$ cat src/rtl/fifo_pkg.sv
// fifo_pkg: shared constants and Gray-code helpers for the FIFO read side.
//   ADDR_W_DEF, SYNC_STAGES_DEF, AE_THRESH_DEF : default parameter values
//   bin2gray / gray2bin : width-parametrised conversions. Values are carried
//   in MAX_W-bit containers, and bits at or above 'width' are forced to zero.
package fifo_pkg;

  localparam int ADDR_W_DEF      = 8;
  localparam int SYNC_STAGES_DEF = 2;
  localparam int AE_THRESH_DEF   = 4;
  localparam int MAX_W           = 32;

  function automatic logic [MAX_W-1:0] bin2gray(input logic [MAX_W-1:0] b,
                                                input int width);
    logic [MAX_W-1:0] g;
    g = b ^ (b >> 1);
    for (int i = 0; i < MAX_W; i++) begin
      if (i >= width) g[i] = 1'b0;
    end
    return g;
  endfunction

  // Prefix XOR from the MSB down. Unused upper bits must be zero on entry,
  // so the top of the chain starts clean.
  function automatic logic [MAX_W-1:0] gray2bin(input logic [MAX_W-1:0] g,
                                                input int width);
    logic [MAX_W-1:0] b;
    b = g;
    for (int i = MAX_W - 2; i >= 0; i--) begin
      b[i] = b[i+1] ^ g[i];
    end
    for (int i = 0; i < MAX_W; i++) begin
      if (i >= width) b[i] = 1'b0;
    end
    return b;
  endfunction

endpackage

$ cat src/rtl/fifo_rd_ctrl_if.sv
// fifo_rd_ctrl_if: read-side bus of the FIFO controller.
//   r_en, clr_err, w_gaddr                    : driven by the user/write side
//   r_addr, r_gaddr, r_empty, r_almost_empty,
//   r_level, r_underflow                      : driven by the controller
// slave  = controller view, master = user view.
interface fifo_rd_ctrl_if #(
  parameter int ADDR_W = 8
);
  logic              r_en;
  logic              clr_err;
  logic [ADDR_W:0]   w_gaddr;
  logic [ADDR_W-1:0] r_addr;
  logic [ADDR_W:0]   r_gaddr;
  logic              r_empty;
  logic              r_almost_empty;
  logic [ADDR_W:0]   r_level;
  logic              r_underflow;

  modport master (
    output r_en, clr_err, w_gaddr,
    input  r_addr, r_gaddr, r_empty, r_almost_empty, r_level, r_underflow
  );

  modport slave (
    input  r_en, clr_err, w_gaddr,
    output r_addr, r_gaddr, r_empty, r_almost_empty, r_level, r_underflow
  );
endinterface

$ cat src/rtl/sync_bus.sv
// sync_bus: STAGES-deep flop chain that brings a Gray-coded bus into clk.
//   clk, rst : clock, synchronous active-high reset (clears every stage)
//   i_d      : asynchronous input bus
//   o_q      : output of the last stage
// STAGES must be at least 2.
module sync_bus #(
  parameter int WIDTH  = 9,
  parameter int STAGES = 2
) (
  input  logic             clk,
  input  logic             rst,
  input  logic [WIDTH-1:0] i_d,
  output logic [WIDTH-1:0] o_q
);

  logic [WIDTH-1:0] r_stage [STAGES];

  always_ff @(posedge clk) begin
    if (rst) begin
      for (int i = 0; i < STAGES; i++) r_stage[i] <= '0;
    end else begin
      r_stage[0] <= i_d;
      for (int i = 1; i < STAGES; i++) r_stage[i] <= r_stage[i-1];
    end
  end

  assign o_q = r_stage[STAGES-1];

endmodule

$ cat src/rtl/fifo_rd_ctrl.sv
// fifo_rd_ctrl: read-side pointer and flag logic of an asynchronous FIFO.
//   r_clk, rst : read clock, synchronous active-high reset
//   bus.slave  : r_en/clr_err/w_gaddr in; r_addr, r_gaddr, r_empty,
//                r_almost_empty, r_level, r_underflow out
// The flags are computed from the next pointer value. This lets r_empty
// rise on the same edge that consumes the last word.
// w_gaddr reaches the outputs only through the synchroniser flops.
module fifo_rd_ctrl
  import fifo_pkg::*;
#(
  parameter int ADDR_W      = ADDR_W_DEF,
  parameter int SYNC_STAGES = SYNC_STAGES_DEF,
  parameter int AE_THRESH   = AE_THRESH_DEF
) (
  input  logic           r_clk,
  input  logic           rst,
  fifo_rd_ctrl_if.slave  bus
);

  localparam int PW = ADDR_W + 1;
  localparam logic [PW-1:0] AE_LVL = PW'(AE_THRESH);

  logic [PW-1:0] r_bin;
  logic [PW-1:0] w_sync;
  logic [PW-1:0] w_wbin;
  logic [PW-1:0] w_bin_next;
  logic [PW-1:0] w_gray_next;
  logic [PW-1:0] w_level_next;
  logic          w_rd_ok;

  sync_bus #(
    .WIDTH  (PW),
    .STAGES (SYNC_STAGES)
  ) u_sync (
    .clk (r_clk),
    .rst (rst),
    .i_d (bus.w_gaddr),
    .o_q (w_sync)
  );

  assign w_wbin       = PW'(gray2bin(MAX_W'(w_sync), PW));
  assign w_rd_ok      = bus.r_en & ~bus.r_empty;
  assign w_bin_next   = r_bin + PW'(w_rd_ok);
  assign w_gray_next  = PW'(bin2gray(MAX_W'(w_bin_next), PW));
  assign w_level_next = w_wbin - w_bin_next;

  assign bus.r_addr = r_bin[ADDR_W-1:0];

  always_ff @(posedge r_clk) begin
    if (rst) begin
      r_bin              <= '0;
      bus.r_gaddr        <= '0;
      bus.r_empty        <= 1'b1;
      bus.r_almost_empty <= 1'b1;
      bus.r_level        <= '0;
      bus.r_underflow    <= 1'b0;
    end else begin
      r_bin              <= w_bin_next;
      bus.r_gaddr        <= w_gray_next;
      bus.r_empty        <= (w_gray_next == w_sync);
      bus.r_level        <= w_level_next;
      bus.r_almost_empty <= (w_level_next <= AE_LVL);
      // If a read-while-empty and clr_err happen in the same cycle, the set wins.
      if (bus.r_en && bus.r_empty) bus.r_underflow <= 1'b1;
      else if (bus.clr_err)        bus.r_underflow <= 1'b0;
    end
  end

endmodule

$ cat src/flat_wrapper.sv
// flat-port wrapper written by rule: the top's interface ports become plain ports
module fifo_rd_ctrl_flat import fifo_pkg::*;
#(
  parameter int ADDR_W      = ADDR_W_DEF,
  parameter int SYNC_STAGES = SYNC_STAGES_DEF,
  parameter int AE_THRESH   = AE_THRESH_DEF
)
  (r_clk, rst, bus_r_en, bus_clr_err, bus_w_gaddr, bus_r_addr, bus_r_gaddr, bus_r_empty, bus_r_almost_empty, bus_r_level, bus_r_underflow);
  fifo_rd_ctrl_if #(.ADDR_W(ADDR_W)) bus_i ();
  input  logic r_clk;
  input  logic rst;
  input wire logic [$bits(bus_i.r_en)-1:0] bus_r_en;
  input wire logic [$bits(bus_i.clr_err)-1:0] bus_clr_err;
  input wire logic [$bits(bus_i.w_gaddr)-1:0] bus_w_gaddr;
  output wire logic [$bits(bus_i.r_addr)-1:0] bus_r_addr;
  output wire logic [$bits(bus_i.r_gaddr)-1:0] bus_r_gaddr;
  output wire logic [$bits(bus_i.r_empty)-1:0] bus_r_empty;
  output wire logic [$bits(bus_i.r_almost_empty)-1:0] bus_r_almost_empty;
  output wire logic [$bits(bus_i.r_level)-1:0] bus_r_level;
  output wire logic [$bits(bus_i.r_underflow)-1:0] bus_r_underflow;
  assign bus_i.r_en = bus_r_en;
  assign bus_i.clr_err = bus_clr_err;
  assign bus_i.w_gaddr = bus_w_gaddr;
  assign bus_r_addr = bus_i.r_addr;
  assign bus_r_gaddr = bus_i.r_gaddr;
  assign bus_r_empty = bus_i.r_empty;
  assign bus_r_almost_empty = bus_i.r_almost_empty;
  assign bus_r_level = bus_i.r_level;
  assign bus_r_underflow = bus_i.r_underflow;
  fifo_rd_ctrl #(.ADDR_W(ADDR_W), .SYNC_STAGES(SYNC_STAGES), .AE_THRESH(AE_THRESH)) u_core (.r_clk(r_clk), .rst(rst), .bus(bus_i));
endmodule
$ cat config.mk
export PLATFORM = sky130hd
export DESIGN_NAME = fifo_rd_ctrl_flat
export DESIGN_NICKNAME = d
export VERILOG_FILES = /design/src/rtl/fifo_pkg.sv /design/src/rtl/fifo_rd_ctrl_if.sv /design/src/rtl/sync_bus.sv /design/src/rtl/fifo_rd_ctrl.sv /design/src/flat_wrapper.sv
export SDC_FILE = /design/constraint.sdc
export NUM_CORES = 1
export LEC_CHECK = 0
export CORE_MARGIN = 2
export CORE_UTILIZATION = 50
export CTS_CLUSTER_DIAMETER = 30
export DETAILED_ROUTE_END_ITERATION = 10
export GPL_ROUTABILITY_DRIVEN = 1
export PLACE_DENSITY = 0.78
export SLEW_MARGIN = 5
export SYNTH_ARGS = -nofsm -noshare
export SYNTH_HDL_FRONTEND = slang
export SYNTH_SLANG_ARGS = --single-unit
$ cat constraint.sdc
create_clock -name r_clk -period 4.8 [get_ports r_clk]
set_input_delay 0.96 -clock r_clk [delete_from_list [all_inputs] [get_ports r_clk]]
set_output_delay 0.96 -clock r_clk [all_outputs]
set_load 0.05 [all_outputs]
Word-level counts from Yosys, hierarchy flattened
Memories as Yosys holds them, arrays and structs flattened.
Cells that the tools add are included.
Cells by class
  add/sub/neg operators: 2
  magnitude comparators: 1
  equality and inequality tests: 1
  mux-type cells: 7
  bitwise logic cells: 13
  reduce and logical (&&, ||, !) cells: 2
Operators with widths (count)
  two-way mux 9 bit: 2
  adder 9 x 1 -> 9 bit: 1
  equality test 9 bit: 1
  less-or-equal comparator 9 x 3 -> 1 bit (second input constant): 1
  subtractor 9 bit: 1
  bitwise XOR 9 x 8 -> 9 bit: 1
  bitwise XOR 1 bit: 8
  two-way mux 1 bit: 5
  OR 1 bit: 2
  nonzero test 2 bit: 1
  AND 1 bit: 1
  logical AND 1 bit: 1
  NOT 1 bit: 1
Storage, ports and cells
  bits in registers: 30
  memory bits (writable): 18
  bits of input ports: 13
  output and inout bits: 29
  memories kept: 1
Memories
  u_core.u_sync.r_stage: depth 2, bits a word 9, rd ports 2, clocked after memory_dff 0, wr ports 2, line sync_bus.sv:16  | logic [WIDTH-1:0] r_stage [STAGES];

Depth between registers and ports, before layout
Gate-level depths: netlist of run 1.
  depth in word-level cells: 10
  mapped depth: 15

Hierarchy
From an unflattened synthesis of run 1, not the netlist that was laid out.
Unflattened totals
  cell total of the unflattened synthesis: 218
  area total of the unflattened synthesis: 2194.6 µm²
By module, submodules not included
  fifo_rd_ctrl: instances 1, cells each 172, area each 1637.8 µm², seq. area each 580.6 µm²
  sync_bus: instances 1, cells each 46, area each 556.8 µm², seq. area each 360.3 µm²

Least setup slack after synthesis of run 1
Ideal clock, no wire load.
  path kind: reg2reg
  from: memory u_core.u_sync.r_stage[1][8], in the netlist u_core.u_sync.r_stage[0][17]
  to: register u_core.bus.r_almost_empty
  setup time: 0.060 ns
  arrival time: 3.514 ns
  setup slack: 1.225 ns
  cell stages (with the launch flop): 16
  clock period less this slack: 3.575 ns
  cell sequence: dfxtp_1 -> xnor3_2 -> xor2_2 -> xnor2_2 -> xor2_2 -> xor2_2 -> xnor2_1 -> ha_1 -> inv_1 -> fa_1 -> a21o_1 -> a21oi_1 -> o21ai_0 -> a211o_1 -> a21boi_0 -> a41o_1
RTL lines
  from (decl): line sync_bus.sv:16
  to (signal assigned): line fifo_rd_ctrl.sv:62  | bus.r_almost_empty <= (w_level_next <= AE_LVL);
  to (decl): line fifo_rd_ctrl_if.sv:26  | output r_addr, r_gaddr, r_empty, r_almost_empty, r_level, r_underflow

==> results.toml, run 1 <==
[run_status]
status = "finished, final reports clean"

[cts]
clock_tree.root_cell = "clkbuf_8"
cts_hold_buf = 0
clock_latency_ns = 0.30
clockBufferDepth = 2
clk_pin_slew_ns = 0.08
cts_sinks = 47
cts_tree = "yes"
post_cts_buffers = 0
cts_max_level = 2
cts-resized-gates = 0
cts_buffers = 5

[die]
dieArea_sq_um = 4850
die_width_um = 69.6
core_area_sq_um = 4090
rows = 23
boundaryPins = 42
initial_utilization_pct = 52.7
die_h_um = 69.6

[hold_path]
hold_class = "register to register"

[logic_synthesis]
syn_area_sq_um = 2150
ys.flop_type = "dfxtp_1"
synth_fp_nets = 242
synth_common_cells = "dfxtp_1, nor2_1, nor2b_1"
synth_area_leaders = "dfxtp_1, xnor2_1, nor2b_1"
synth.most_common_cell = "dfxtp_1"
ys_seq_area_share_pct = 43.7
synth_top_area_share_pct = 43.7
synth_cell_types = 45
synth-seq-cells = 47
synthCells = 218
ys_warn_count = 0
syn_area_per_cell_sq_um = 9.88
yosys.area.top_type = "dfxtp_1"
synth_edf_count = 0
ys_async_sr_fraction_pct = 0

[route]
remaining_drc_errors = 0
first_pass_iters = 4
wl_per_cell_um = 12.0
dr.first_iter.drc_count = 87
drtAntennaViolNets = 0
vias = 1545
routed_via_density = 4.98
drt_wl_total_um = 3710

[critical_path]
r2r_end = "u_core.bus.r_almost_empty"
worst-path-buf-inv = 1
crit_required_ns = 5.04
ff2ff_setup_slack_ns = 0.87
critPathTopFamily = "XOR/XNOR gates"
worstPathMaxFanout = 3
crit_type = "register to register"
cp_cell_sequence = "xnor3_2 -> xor2_2 -> xnor2_2 -> xor2_2 -> xor2_2 -> xnor2_1 -> ha_1 -> inv_1 -> fa_1 -> a21o_1 -> a21oi_1 -> o21ai_0 -> a211o_1 -> a21boi_0 -> a41o_1"
max_stage_delay_ns = 0.48
crit_top_cell = "xor2_2"
critPathCapture = "u_core.bus.r_almost_empty"
cp_num_cells = 15
worst_setup_path_start_kind = "register"
arrival_ns = 4.16
crit_path_start = "u_core.u_sync.r_stage[0][17]"
crit_slowest_cell = "xnor3_2"
r2r_cells = 15
end_kind = "register"
r2r_start = "u_core.u_sync.r_stage[0][17]"

[global_route]
grt_antenna_before_repair = 0
overflow = 0
grt_usage_pct = 16.9
grt_start_max_net_pins = 48
grt_pass1_vias = 1431
grt_pass1_wl_um = 6620

[final_layout]
fin_nets = 283
antennaDiodeCount = 0
final_util_pct = 66.1
syn_to_final_growth_pct = 25.4
drive_gt1_share_pct = 6.15
fill_cells = 340

[sta]
fin_ws_ns = 0.873
worst_pin_slew_ns = 0.572
finalHoldViolCount = 0
slew_headroom_pct = 61.6
setup_violations = 0
period_share_pct = 81.8
rsz0062_at_grt = "false"
finalMaxSlewViolations = 0
max_freq_ghz = 0.255
fin_skew_ns = 0.00624
setup_tns_ns = 0
finalCriticalPeriod_ns = 3.93

[pwr]
p_leak_nw = 1.08
p_per_area_nw_per_um2 = 380
vdd_drop_max_uv = 195

[placement]
place_congestion = 0.781
post-place-ws_ns = 0.550
portBuffers = 41
detailedPlacementHpwl_um = 2820

[flow_run]
maxCapViolations = 0
==> placed cells by master (no fill, tap or decap), drive strengths merged, types with 2 or more instances in the layout <==
cell type,n
dfxtp,47
clkdlybuf4s50,41
nor2,25
nor2b,23
xnor2,22
xor2,13
ha,10
inv,8
clkbuf,8
nand2,7
a21oi,6
o21ai,6
nor3,5
nand3,4
nand2b,3
a31oi,2
and3b,2
a21boi,2
a41o,2
xnor3,2
==> power breakdown <==
| group | leakage, nW | internal (mW) | switching [mW] |
|---|---|---|---|
| Clock | 0.0515 | 0.131 | 0.125 |
| Combinational | 0.641 | 0.134 | 0.201 |
| Sequential | 0.386 | 0.422 | 0.0128 |
| Total | 1.08 | 0.688 | 0.339 |
==> worst register-to-register path, cell delays in order, from the launching register on <==
cell and delay (ns):
dfxtp_1 0.41, xnor3_2 0.48, xor2_2 0.19, xnor2_2 0.26, xor2_2 0.23, xor2_2 0.25
xnor2_1 0.15, ha_1 0.19, inv_1 0.06, fa_1 0.40, a21o_1 0.17, a21oi_1 0.24
o21ai_0 0.15, a211o_1 0.32, a21boi_0 0.18, a41o_1 0.19
==> sequential cells by signal, indices dropped and copies added (netlist names) <==
register	count
u_core.bus.r_almost_empty	1
u_core.bus.r_empty	1
u_core.bus.r_gaddr	8
u_core.bus.r_level	9
u_core.bus.r_underflow	1
u_core.r_bin	9
u_core.u_sync.r_stage	18
==> cell families (layout without fill, tap and decap cells) <==
group	after synthesis	after routing	share of synthesized area [%]
muxes	1	1	0.465
DFF	47	47	43.7
AOI/OAI and AO/OA	30	30	9.93
xor gates and xnor gates	37	37	17.9
adders and majority gates	11	11	6.74
buffers and inverters	16	58	2.90
and+or+nand+nor	76	76	18.4
==> per-stage QoR <==
stage	hold WS, ns	total power [mW]	cells	area (sq um)
floorplan	0.414	0.690	218	2150
global placement	0.421	0.777	302	2600
detailed placement	0.421	0.782	302	2600
CTS	0.439	1.03	310	2700
global route	0.460	1.09	310	2700
finish	0.437	1.03	310	2700
==> area by class of cell <==
cell class	count	area [sq um]	area share [%]
well taps	50	62.6	2.31
inverters	8	30.0	1.11
multi-input cells	155	1150	42.6
repair buffers	42	418	15.5
clock buffers	8	100	3.70
flip-flops and latches	47	941	34.8
==> how the worst min path moves through the flow <==
stage | startpoint | endpoint | slack (ns) | cells after the start
after CTS | u_core.u_sync.r_stage[0][4] | u_core.u_sync.r_stage[0][13] | 0.44 | 1
final | u_core.u_sync.r_stage[0][4] | u_core.u_sync.r_stage[0][13] | 0.44 | 1
after floorplan | u_core.u_sync.r_stage[0][1] | u_core.u_sync.r_stage[0][10] | 0.41 | 1
after global placement | u_core.u_sync.r_stage[0][1] | u_core.u_sync.r_stage[0][10] | 0.42 | 1
after detailed placement | u_core.u_sync.r_stage[0][4] | u_core.u_sync.r_stage[0][13] | 0.42 | 1
after global routing | u_core.u_sync.r_stage[0][5] | u_core.u_sync.r_stage[0][14] | 0.46 | 1
==> metal layers <==
layer	global-route usage, %	part of all wire, %	up-vias	wire length [um]
met5	0	0	-	0
met4	5.77	1.2	0	43
met3	3.92	5.1	4	188
met2	26.9	46	38	1710
met1	22.6	48	703	1770
li1	-	-	800	-
(Power assumes the default switching activity.)
==> run 2: changes to the inputs <==
--- a/config.mk
+++ b/config.mk
@@ -6,11 +6,11 @@
 export NUM_CORES = 1
 export LEC_CHECK = 0
 export CORE_MARGIN = 2
-export CORE_UTILIZATION = 50
+export CORE_UTILIZATION = 46
 export CTS_CLUSTER_DIAMETER = 30
 export DETAILED_ROUTE_END_ITERATION = 10
 export GPL_ROUTABILITY_DRIVEN = 1
-export PLACE_DENSITY = 0.78
+export PLACE_DENSITY = 0.75
 export SLEW_MARGIN = 5
 export SYNTH_ARGS = -nofsm -noshare
 export SYNTH_HDL_FRONTEND = slang
==> constraint.sdc (replaced) <==
create_clock -name r_clk -period 3.3 [get_ports r_clk]
set_input_delay 0.66 -clock r_clk [delete_from_list [all_inputs] [get_ports r_clk]]
set_output_delay 0.66 -clock r_clk [all_outputs]
set_load 0.05 [all_outputs]
==> results.toml, run 2 (synthesis gave the netlist of run 1 again) <==
[sta]
period_share_pct = 106
slew_headroom_pct = 66.5
setup_violations = 3
fin_ws_ns = -0.197
rsz0062_at_grt = "true"
finalMaxSlewViolations = 0
finalHoldViolCount = 0
timing.hold.ws_ns = 0.438
worst_pin_slew_ns = 0.501
fin_skew_ns = 0.00592
finalCriticalPeriod_ns = 3.50
max_freq_ghz = 0.286
setup_tns_ns = -0.422

[critical_path]
max_stage_delay_ns = 0.47
cp_cell_sequence = "xnor3_2 -> xor2_4 -> xnor2_2 -> xor2_2 -> xor2_2 -> xnor2_1 -> ha_2 -> inv_2 -> fa_2 -> a21o_1 -> a21oi_2 -> o21ai_1 -> a211o_1 -> a21boi_1 -> a41o_1"
crit_top_cell = "xor2_2"
end_kind = "register"
crit_required_ns = 3.53
crit_slowest_cell = "xnor3_2"
arrival_ns = 3.73
crit_type = "register to register"
worstPathMaxFanout = 3
worst_setup_path_start_kind = "register"

[die]
die_width_um = 72.4
rows = 24
dieArea_sq_um = 5250
die_h_um = 72.4
boundaryPins = 42
initial_utilization_pct = 48.5
core_area_sq_um = 4440

[route]
drt_wl_total_um = 4310
drtAntennaViolNets = 0
vias = 1718
first_pass_iters = 4
routed_via_density = 4.92
remaining_drc_errors = 0
dr.first_iter.drc_count = 49
wl_per_cell_um = 12.4

[hold_path]
hold_class = "register to register"

[cts]
clock_tree.root_cell = "clkbuf_8"
cts_tree = "yes"
clockBufferDepth = 2
clk_pin_slew_ns = 0.07
cts_hold_buf = 0
cts_buffers = 5
cts_max_level = 2
cts_sinks = 47
clock_latency_ns = 0.29

[final_layout]
layout_commonest_cell = "dfxtp_1"
stdcell_count = 349
largest_reg_flops = 18
drive_gt1_share_pct = 21.2
antennaDiodeCount = 0
fin_nets = 321
top_register = "u_core.u_sync.r_stage"
syn_to_final_growth_pct = 41.5
biggestRegsByFlops = "u_core.u_sync.r_stage: 18 flops, u_core.bus.r_level: 9 flops, u_core.r_bin: 9 flops"
mostFrequentLayoutCells = "dfxtp_1, clkdlybuf4s50_1, buf_4"

[placement]
post-place-ws_ns = -0.224
placed_cells = 335
detailedPlacementHpwl_um = 3240
portBuffers = 41
place_congestion = 0.854

[global_route]
grt_pass1_wl_um = 7090
grt_pass1_vias = 1588
grt_antenna_before_repair = 0
overflow = 0
grt_start_max_net_pins = 47
grt_usage_pct = 18.0

[pwr]
vdd_drop_max_uv = 367
p_per_area_nw_per_um2 = 533
p_leak_nw = 1.27

[run_status]
status = "finished, violations left"
failed_checks = "setup timing"

[flow_run]
maxCapViolations = 0
## run 2: cell types whose count changed in the layout (fill, tap and decap cells not counted), sizes merged
cell,previous run,this run
buf,1,39
clkinv,0,1
clkbuf,8,6
## run 2: final timing paths
kind                                 from                      endpoint  slack (ns)  depth (start not counted)
max          u_core.u_sync.r_stage[0][16]     u_core.bus.r_almost_empty       -0.20                         15
min           u_core.u_sync.r_stage[0][4]  u_core.u_sync.r_stage[0][13]        0.44                          1
max reg2reg  u_core.u_sync.r_stage[0][16]     u_core.bus.r_almost_empty       -0.20                         15
min reg2reg   u_core.u_sync.r_stage[0][4]  u_core.u_sync.r_stage[0][13]        0.44                          1
## run 2: routing by layer
layer  share of wire, %  up-vias  track usage (%)
met5                  0        -                0
met3                4.1        9             5.28
met4                1.9        0             7.41
li1                   -      872                -
met1                 46      794             21.2
met2                 48       43             30.5
## run 2: per-stage QoR
stage                     instance area, sq um  util, %  power, mW
after floorplan                           2180        -       1.01
after global placement                    2860     64.3       1.22
after detailed placement                  2860     64.3       1.23
after CTS                                 2980     67.1       1.60
after global routing                      3050     68.6       1.72
final                                     3050     68.6       1.62
## run 2: worst max-delay path, delay by kind of cell (launching register included)
| family | cells | cell delay, ns |
|---|---|---|
| xor+xnor | 6 | 1.45 |
| compound gates | 6 | 1.05 |
| fa+ha+maj | 2 | 0.56 |
| flops | 1 | 0.33 |
| buf+inv | 1 | 0.04 |
## run 2: area by class of cell
| type | instances | area [sq um] |
|---|---|---|
| fillers | 375 | 1400 |
| multi-input cells | 155 | 1220 |
| flip-flops and latches | 47 | 942 |
| repair buffers | 80 | 707 |
| clock buffers | 6 | 82.6 |
| well taps | 52 | 65.1 |
| inverters | 8 | 30.0 |
| clock inverters | 1 | 5.00 |
## run 2: repair_timing
item,4_1_cts,5_1_grt
buffers inserted,4,5
endpoints found under the setup margin,3,6
resized for setup,2,7
cloned,0,0
pin swaps,2,9
## run 2: report_power, final
| part | total [mW] | leakage [nW] | internal, mW | switching (mW) |
|---|---|---|---|---|
| logic | 0.656 | 0.841 | 0.312 | 0.344 |
| clock network | 0.337 | 0.0470 | 0.164 | 0.173 |
| registers | 0.632 | 0.387 | 0.614 | 0.0180 |
